## src/rtl/qnigma_tcp_tx_queue_pkg.sv

```systemverilog
// Shared types for the TCP TX descriptor queue: the packet descriptor,
// the scan engine state encoding and width helpers derived from depth.
package qnigma_tcp_tx_queue_pkg;

    // Transmitted-packet descriptor kept until the peer acknowledges it
    typedef struct packed {
        logic [31:0] seq;    // first sequence number of the segment
        logic [15:0] len;    // payload length in bytes
        logic [7:0]  tries;  // retransmission attempts so far
    } tcp_pkt_t;

    // Scan engine states: waiting for entries, RAM read in flight, entry presented
    typedef enum logic [1:0] {
        IDLE = 2'd0,
        READ = 2'd1,
        SHOW = 2'd2
    } tcp_txq_scan_t;

    localparam int TXQ_DEF_D = 4;

    // Occupancy counter width: one extra bit so all 2^D slots are usable
    function automatic int txq_cnt_w(input int d);
        return d + 1;
    endfunction

endpackage

```

## src/rtl/qnigma_tcp_tx_queue_if.sv

```systemverilog
// Bundle between the TX control/retransmission logic and the descriptor queue.
// master: the users of the queue; slave: the queue itself.
interface qnigma_tcp_tx_queue_if
    import qnigma_tcp_tx_queue_pkg::*;
#(
    parameter int D = TXQ_DEF_D,
    parameter int W = $bits(tcp_pkt_t)
);
    logic                       add;
    logic [W-1:0]               add_pkt;
    logic                       free;
    logic                       scan_v;
    logic                       scan_rdy;
    logic [D-1:0]               scan_ptr;
    logic [W-1:0]               scan_pkt;
    logic                       upd;
    logic [W-1:0]               upd_pkt;
    logic [txq_cnt_w(D)-1:0]    count;
    logic                       empty;
    logic                       full;

    modport master (
        output add, add_pkt, free, scan_rdy, upd, upd_pkt,
        input  scan_v, scan_ptr, scan_pkt, count, empty, full
    );

    modport slave (
        input  add, add_pkt, free, scan_rdy, upd, upd_pkt,
        output scan_v, scan_ptr, scan_pkt, count, empty, full
    );
endinterface

```

## src/rtl/qnigma_tcp_tx_queue_ram_dp.sv

```systemverilog
// Dual-port descriptor storage: port A write-only, port B read/write with a
// registered read. Both ports share one process so the array has one driver;
// callers guarantee the two write addresses never collide.
module qnigma_tcp_tx_queue_ram_dp #(
    parameter int AW = 4,
    parameter int DW = 8
) (
    input  logic          clk,
    input  logic          a_we,
    input  logic [AW-1:0] a_addr,
    input  logic [DW-1:0] a_din,
    input  logic          b_we,
    input  logic [AW-1:0] b_addr,
    input  logic [DW-1:0] b_din,
    output logic [DW-1:0] b_dout
);
    logic [DW-1:0] mem [2**AW];

    // Writes on both ports plus the port-B registered read
    always_ff @(posedge clk) begin
        if (a_we) begin
            mem[a_addr] <= a_din;
        end
        if (b_we) begin
            mem[b_addr] <= b_din;
        end
        b_dout <= mem[b_addr];
    end
endmodule

```

## src/rtl/qnigma_tcp_tx_queue.sv

```systemverilog
// In-order queue of transmitted TCP descriptors. Control pushes at the tail
// and frees at the head; a scan engine walks the occupied region head->tail
// repeatedly, presenting each entry and accepting in-place updates.
module qnigma_tcp_tx_queue
    import qnigma_tcp_tx_queue_pkg::*;
#(
    parameter int D = TXQ_DEF_D,
    parameter int W = $bits(tcp_pkt_t)
) (
    input  logic                    clk,
    input  logic                    rst,
    qnigma_tcp_tx_queue_if.slave    bus
);
    localparam logic [D:0] CNT_ZERO = '0;
    localparam logic [D:0] CNT_ONE  = {{D{1'b0}}, 1'b1};
    localparam logic [D:0] CNT_FULL = {1'b1, {D{1'b0}}};
    localparam logic [D:0] CNT_LAST = {1'b0, {D{1'b1}}};

    logic [D-1:0]   head_reg, head_next;
    logic [D-1:0]   tail_reg, tail_next;
    logic [D:0]     count_reg, count_next;
    tcp_txq_scan_t  state_reg, state_next;
    logic [D-1:0]   scan_ptr_reg, scan_ptr_next;
    logic [W-1:0]   hold_reg, hold_next;
    logic           use_hold_reg, use_hold_next;

    logic           add_acc;
    logic           free_acc;
    logic           head_lost;
    logic [D-1:0]   step_ptr;
    logic           b_we;
    logic [D-1:0]   b_addr;
    logic [W-1:0]   ram_q;

    assign add_acc   = bus.add  && (count_reg != CNT_FULL);
    assign free_acc  = bus.free && (count_reg != CNT_ZERO);
    // The entry under the scan is being popped this cycle
    assign head_lost = free_acc && (scan_ptr_reg == head_reg);
    assign step_ptr  = scan_ptr_reg + D'(1);

    // Head/tail pointers and occupancy for this cycle's accepted events
    always_comb begin
        head_next  = head_reg + D'(free_acc);
        tail_next  = tail_reg + D'(add_acc);
        count_next = count_reg;
        if (add_acc && !free_acc) begin
            count_next = count_reg + CNT_ONE;
        end else if (free_acc && !add_acc) begin
            count_next = count_reg - CNT_ONE;
        end
    end

    // Scan engine next state, RAM port-B control and presented-copy shadow
    always_comb begin
        state_next    = state_reg;
        scan_ptr_next = scan_ptr_reg;
        hold_next     = hold_reg;
        use_hold_next = use_hold_reg;
        b_we          = 1'b0;
        b_addr        = scan_ptr_reg;
        case (state_reg)
            IDLE: begin
                b_addr = head_reg;
                // Start at the head as it will be after any pop this cycle
                if (count_reg != CNT_ZERO && count_next != CNT_ZERO) begin
                    state_next    = READ;
                    scan_ptr_next = head_next;
                end
            end
            READ: begin
                // RAM output lands next edge; present it directly from the RAM
                use_hold_next = 1'b0;
                if (head_lost) begin
                    if (count_next == CNT_ZERO) begin
                        state_next = IDLE;
                    end
                    scan_ptr_next = head_next;
                end else begin
                    state_next = SHOW;
                end
            end
            SHOW: begin
                if (head_lost) begin
                    // Presented entry vanished: restart at the new head, drop any update
                    state_next    = (count_next == CNT_ZERO) ? IDLE : READ;
                    scan_ptr_next = head_next;
                end else begin
                    if (bus.upd) begin
                        b_we          = 1'b1;
                        hold_next     = bus.upd_pkt;
                        use_hold_next = 1'b1;
                    end
                    if (bus.scan_rdy) begin
                        // End of occupied region is judged against the post-add tail
                        scan_ptr_next = (step_ptr == tail_next) ? head_next : step_ptr;
                        state_next    = (count_next == CNT_ZERO) ? IDLE : READ;
                    end
                end
            end
            default: begin
                state_next = IDLE;
            end
        endcase
        if (state_next == IDLE && state_reg != IDLE) begin
            hold_next     = '0;
            use_hold_next = 1'b1;
        end
    end

    // State registers with synchronous reset
    always_ff @(posedge clk) begin
        if (rst) begin
            head_reg     <= '0;
            tail_reg     <= '0;
            count_reg    <= '0;
            state_reg    <= IDLE;
            scan_ptr_reg <= '0;
            hold_reg     <= '0;
            use_hold_reg <= 1'b1;
        end else begin
            head_reg     <= head_next;
            tail_reg     <= tail_next;
            count_reg    <= count_next;
            state_reg    <= state_next;
            scan_ptr_reg <= scan_ptr_next;
            hold_reg     <= hold_next;
            use_hold_reg <= use_hold_next;
        end
    end

    qnigma_tcp_tx_queue_ram_dp #(
        .AW (D),
        .DW (W)
    ) u_ram (
        .clk    (clk),
        .a_we   (add_acc),
        .a_addr (tail_reg),
        .a_din  (bus.add_pkt),
        .b_we   (b_we),
        .b_addr (b_addr),
        .b_din  (bus.upd_pkt),
        .b_dout (ram_q)
    );

    assign bus.scan_v   = (state_reg == SHOW);
    assign bus.scan_ptr = scan_ptr_reg;
    assign bus.scan_pkt = use_hold_reg ? hold_reg : ram_q;
    assign bus.count    = count_reg;
    assign bus.empty    = (count_reg == CNT_ZERO);
    // Look-ahead full so the producer can stop on the filling cycle
    assign bus.full     = (count_reg == CNT_FULL) || (count_reg == CNT_LAST && bus.add);

endmodule

```

## src/flat_wrapper.sv

```systemverilog
// flat-port wrapper written by rule: the top's interface ports become plain ports
module qnigma_tcp_tx_queue_flat import qnigma_tcp_tx_queue_pkg::*;
#(
    parameter int D = TXQ_DEF_D,
    parameter int W = $bits(tcp_pkt_t)
)
  (clk, rst, bus_add, bus_add_pkt, bus_free, bus_scan_rdy, bus_upd, bus_upd_pkt, bus_scan_v, bus_scan_ptr, bus_scan_pkt, bus_count, bus_empty, bus_full);
  qnigma_tcp_tx_queue_if #(.D(D), .W(W)) bus_i ();
  input  logic clk;
  input  logic rst;
  input wire logic [$bits(bus_i.add)-1:0] bus_add;
  input wire logic [$bits(bus_i.add_pkt)-1:0] bus_add_pkt;
  input wire logic [$bits(bus_i.free)-1:0] bus_free;
  input wire logic [$bits(bus_i.scan_rdy)-1:0] bus_scan_rdy;
  input wire logic [$bits(bus_i.upd)-1:0] bus_upd;
  input wire logic [$bits(bus_i.upd_pkt)-1:0] bus_upd_pkt;
  output wire logic [$bits(bus_i.scan_v)-1:0] bus_scan_v;
  output wire logic [$bits(bus_i.scan_ptr)-1:0] bus_scan_ptr;
  output wire logic [$bits(bus_i.scan_pkt)-1:0] bus_scan_pkt;
  output wire logic [$bits(bus_i.count)-1:0] bus_count;
  output wire logic [$bits(bus_i.empty)-1:0] bus_empty;
  output wire logic [$bits(bus_i.full)-1:0] bus_full;
  assign bus_i.add = bus_add;
  assign bus_i.add_pkt = bus_add_pkt;
  assign bus_i.free = bus_free;
  assign bus_i.scan_rdy = bus_scan_rdy;
  assign bus_i.upd = bus_upd;
  assign bus_i.upd_pkt = bus_upd_pkt;
  assign bus_scan_v = bus_i.scan_v;
  assign bus_scan_ptr = bus_i.scan_ptr;
  assign bus_scan_pkt = bus_i.scan_pkt;
  assign bus_count = bus_i.count;
  assign bus_empty = bus_i.empty;
  assign bus_full = bus_i.full;
  qnigma_tcp_tx_queue #(.D(D), .W(W)) u_core (.clk(clk), .rst(rst), .bus(bus_i));
endmodule
```

## config.mk

```make
export PLATFORM = sky130hd
export DESIGN_NAME = qnigma_tcp_tx_queue_flat
export DESIGN_NICKNAME = d
export VERILOG_FILES = /design/src/rtl/qnigma_tcp_tx_queue_pkg.sv /design/src/rtl/qnigma_tcp_tx_queue_if.sv /design/src/rtl/qnigma_tcp_tx_queue_ram_dp.sv /design/src/rtl/qnigma_tcp_tx_queue.sv /design/src/flat_wrapper.sv
export SDC_FILE = /design/constraint.sdc
export NUM_CORES = 2
export LEC_CHECK = 0
export ABC_AREA = 1
export BUFFER_PORTS_ARGS = -buffer_cell sky130_fd_sc_hd__clkbuf_2
export CAP_MARGIN = 20
export CORE_ASPECT_RATIO = 1.25
export CORE_MARGIN = 5
export CORE_UTILIZATION = 40
export CTS_CLUSTER_SIZE = 16
export DETAILED_ROUTE_END_ITERATION = 8
export GPL_TIMING_DRIVEN = 0
export SKIP_LAST_GASP = 1
export SYNTH_ARGS = -nofsm -noshare
export SYNTH_HDL_FRONTEND = slang
export SYNTH_SLANG_ARGS = --single-unit
```

## constraint.sdc

```tcl
create_clock -name clk -period 6.54 [get_ports clk]
set_input_delay 0.327 -clock clk [delete_from_list [all_inputs] [get_ports clk]]
set_output_delay 0.327 -clock clk [all_outputs]
set_load 0.05 [all_outputs]
```

==> results.txt <==
- Critical Path Start Type: register
* Count of antenna-violating nets left after detailed routing: 0
- Setup repair after global routing left no endpoint under its margin.
- Floorplan Core Area: around 120000 um2
* Storage cell area: 29500 um2
* Worst EP arrival: a little over 5000 ps
- CTS built an H-tree with a depth of 3.
- For the finished layout, the period the worst path requires is 4620 ps.
- The die covers 129000 um2.
- Syn. warnings: 0
* Category of the most critical setup path: reg -> reg
- Entering global routing, the biggest net connects 25 pins.
- CP max stage delay: 740 ps
- In the finished design, the share of the clock period the worst path needs comes to 0.706.
- In this run the mean area of a mapped cell was 9.42 um2.
- Count of flip-flops with a built-in enable after synthesis: 896
- The first global-routing pass estimated around 280000 um of wire.
- The tree built by TritonCTS fans out to 1028 sinks.
- Walking the worst path, the cells encountered are inv_1 > ha_1 > nand3_2 > nand2_2 > inv_2 > nand3_2 > and2_4 > nand2_4 > inv_4 > nand4_1 > buf_2 > clkbuf_1 > o21ai_4 > buf_12.
- The floorplan has 143 rows.
- The max-slew violation count was 0.
* Buffer type at the clock tree root: clkbuf_16
* Most heavily used metal layer in global routing: met2
* Chip Height: 401 um
- Clock tree synthesis inserted a total of 104 buffers.
- In this run, synthesis produced a sequential element count of roughly 1000.
- For this design, the slowest cell found on the critical path is buf_2.
- Die Span X: 323 um
- Post-detail-place hpwl: between 100000 and 150000 um
- Transition time at the pin with the least slew margin: 1170 ps
- After synthesis, the share of flip-flops with an asynchronous set or reset is 0.
- Max reg flops: between 800 and 900
* Max-Cap Viols: 0
- Grt met2 use: 0.466
- Seq/Total Area, Yosys: 0.604
- Met3 Resource Use GR: 0.0609
- For this run, the share of the core covered by cells in the final layout is 0.466.
- Counting every net in the synthesized netlist gives approximately 5300.
- Worst-path clk slew: about 60 ps
* Worst IR Drop VDD: 246 uV
- Most frequent cell on the critical path: nand3_2
- The cell count after synthesis came out at 5193.
- At the worst endpoint, the required time is 6980 ps.
- For this design the static power due to leakage is 0.0213 uW.
* Multi-input gate area in the final layout: 16800 um2
- Area of the mapped netlist: about 49000 um2
* Total number of vias: roughly 44000
* Crit end category: register
- Static timing analysis puts the maximum clock frequency at 0.217 GHz.
- Dividing the detail-routed wire length by the instance count gives 27.1 um.
* Detailed Routing Iterations Pass 1: 8
* Post-synthesis to final-layout area growth: 15.7%
- Global routing usage on met1: 0.367
- Largest fanout of any net on the critical path: 20
* Main synth FF type: edfxtp_1
- Layout net count: around 5700
- No sink is reached through more buffers than the 3 on the longest clock path.
* Final number of hold-violating endpoints: 0
- For this run, design rule violations remaining after detail routing come to 0.
- In the routed layout, each cell is associated on average with a via count of 6.02.
* Setup ws final: 1920 ps
- Iteration-0 DRC count of the detailed router: 5984
* Initial antenna violation count: 11
- Port Buffer Count: 129
* Number of distinct library cells after synthesis: 34
* Overflow after GRT: 0
- The layout has 11463 filler cells.
- Headroom to the max-slew limit came out at 0.222.
- Setup skew after layout: 31.4 ps
- Clock insertion delay at the later pin of the skew report: between 700 and 800 ps
- RD Place Congestion: 0.907
- Number of global-route vias before repair: 41770
- Drt total wl: 196000 um
- Global-route usage over all layers: 0.292
- 186 I/O pins were placed.
- Run status: finished, final reports clean
* Final-report setup violation count: 0
- Pre-CTS WS: 2020 ps
- Hold Path Class: in -> reg
- Share of cells above drive strength 1: 0.0938
- TritonCTS built the clock tree.
- Buffers added to address setup during post-CTS repair amount to 0.
- Power density of the placed cells: 379 nW/um2
- Starting utilization of the core area: 0.403
## final timing paths
path / slack [ps] / depth (start not counted) / from / end
setup / recovery: 1920 / 14 / u_core.bus.count[0] / u_core.u_ram.mem[14][34]
hold / removal: 90 / 3 / bus_add_pkt[49] / u_core.u_ram.mem[13][49]
setup reg to reg: 1920 / 14 / u_core.bus.count[0] / u_core.u_ram.mem[14][34]
hold reg to reg: 480 / 2 / u_core.hold_reg[48] / u_core.hold_reg[48]
## cells in the final DEF (no fill, tap or decap), drive strengths merged
cell / synthesis / layout
o21ai: 923 / 923
ha: 8 / 8
a22oi: 280 / 280
nor2: 34 / 34
inv: 97 / 100
dfxtp: 132 / 132
clkbuf: 356 / 630
nand2: 1460 / 1460
a21oi: 9 / 9
nor3: 5 / 5
and2: 1 / 1
xnor2: 2 / 2
dlygate4sd3: 0 / 58
edfxtp: 896 / 896
clkinv: 0 / 36
xor2: 10 / 10
nand4: 66 / 66
nand3: 699 / 699
bufinv: 0 / 10
or2: 1 / 1
buf: 214 / 253
diode: 0 / 12
clkinvlp: 0 / 3
## worst max-delay path: cells and delay by family, from the launching register on
| family | cells | cell delay [ps] |
|---|---|---|
| buffers and inverters | 6 | 1880 |
| DFF | 1 | 460 |
| and+or+nand+nor | 6 | 1270 |
| adders and majority gates | 1 | 280 |
| AOI/OAI and AO/OA | 1 | 350 |
## cells by family (layout without fill, tap and decap cells)
| kind of cell | Yosys count | in the layout | share of synthesized area |
|---|---|---|---|
| and+or+nand+nor | 2266 | 2266 | 0.197 |
| AOI/OAI and AO/OA | 1212 | 1212 | 0.139 |
| DFF | 1028 | 1028 | 0.604 |
| buffers and inverters | 667 | 1090 | 0.0557 |
| xor gates and xnor gates | 12 | 12 | 0.00215 |
| adders and majority gates | 8 | 8 | 0.00205 |
| other | 0 | 12 | 0 |
## Yosys cell counts, types with 4 or more instances
master / count / share of area
inv_1: 91 / 0.0070
o21ai_1: 59 / 0.0060
nor2_4: 4 / 0.00092
nor2_1: 28 / 0.0021
nand2_1: 1458 / 0.11
nand3_1: 697 / 0.071
clkbuf_2: 4 / 0.00041
buf_2: 148 / 0.015
edfxtp_1: 896 / 0.55
a21oi_1: 9 / 0.00092
inv_2: 5 / 0.00038
clkbuf_1: 352 / 0.027
buf_1: 61 / 0.0047
xor2_1: 10 / 0.0018
dfxtp_1: 132 / 0.054
nand4_1: 64 / 0.0082
a22oi_1: 280 / 0.043
ha_1: 8 / 0.0020
o21ai_0: 860 / 0.088
## stage by stage
| stage | hold WS, ps | setup TNS, ps | std cells | power, uW | area [um2] |
|---|---|---|---|---|---|
| 6_report | 88.2 | 0 | 7223 | 21500 | 56600 |
| 5_1_grt | 111 | 0 | 7214 | 22100 | 56600 |
| 4_1_cts | 45.6 | 0 | 7211 | 21300 | 56600 |
| 2_1_floorplan | 396 | 0 | 5193 | 12000 | 48900 |
| 3_3_place_gp | 472 | -3132860 | 6917 | 15000 | 51600 |
| 3_5_place_dp | 476 | 0 | 6956 | 15100 | 52500 |
## cell type report
type | instances | share of cell area
multi-input cells | 3498 | 0.297
diodes | 12 | 0.000530
well taps | 1595 | 0.0352
clock inverters | 52 | 0.00899
repair buffers | 226 | 0.0354
clock buffers | 145 | 0.0527
plain buffers | 570 | 0.0417
inverters | 97 | 0.00647
flip-flops and latches | 1028 | 0.522
## report_power, final
| part | total (uW) | internal, uW | switching, uW |
|---|---|---|---|
| combinational | 7460 | 1720 | 5740 |
| clock | 6260 | 3570 | 2700 |
| sequential | 7750 | 7590 | 155 |
## routing by layer
metal  share of wire  vias to the layer above
met2            0.46                     2869
met5         0.00012                        -
met4           0.067                        6
met1            0.36                    21026
li1                -                    19027
met3            0.11                      581
## timing repair
action	CTS	global route
hold buffers	58	0
endpoints found under the setup margin	0	0
gates resized for setup	0	0
hold endpoints to repair	61	0
No activity file was read; power rests on OpenSTA's default activity.
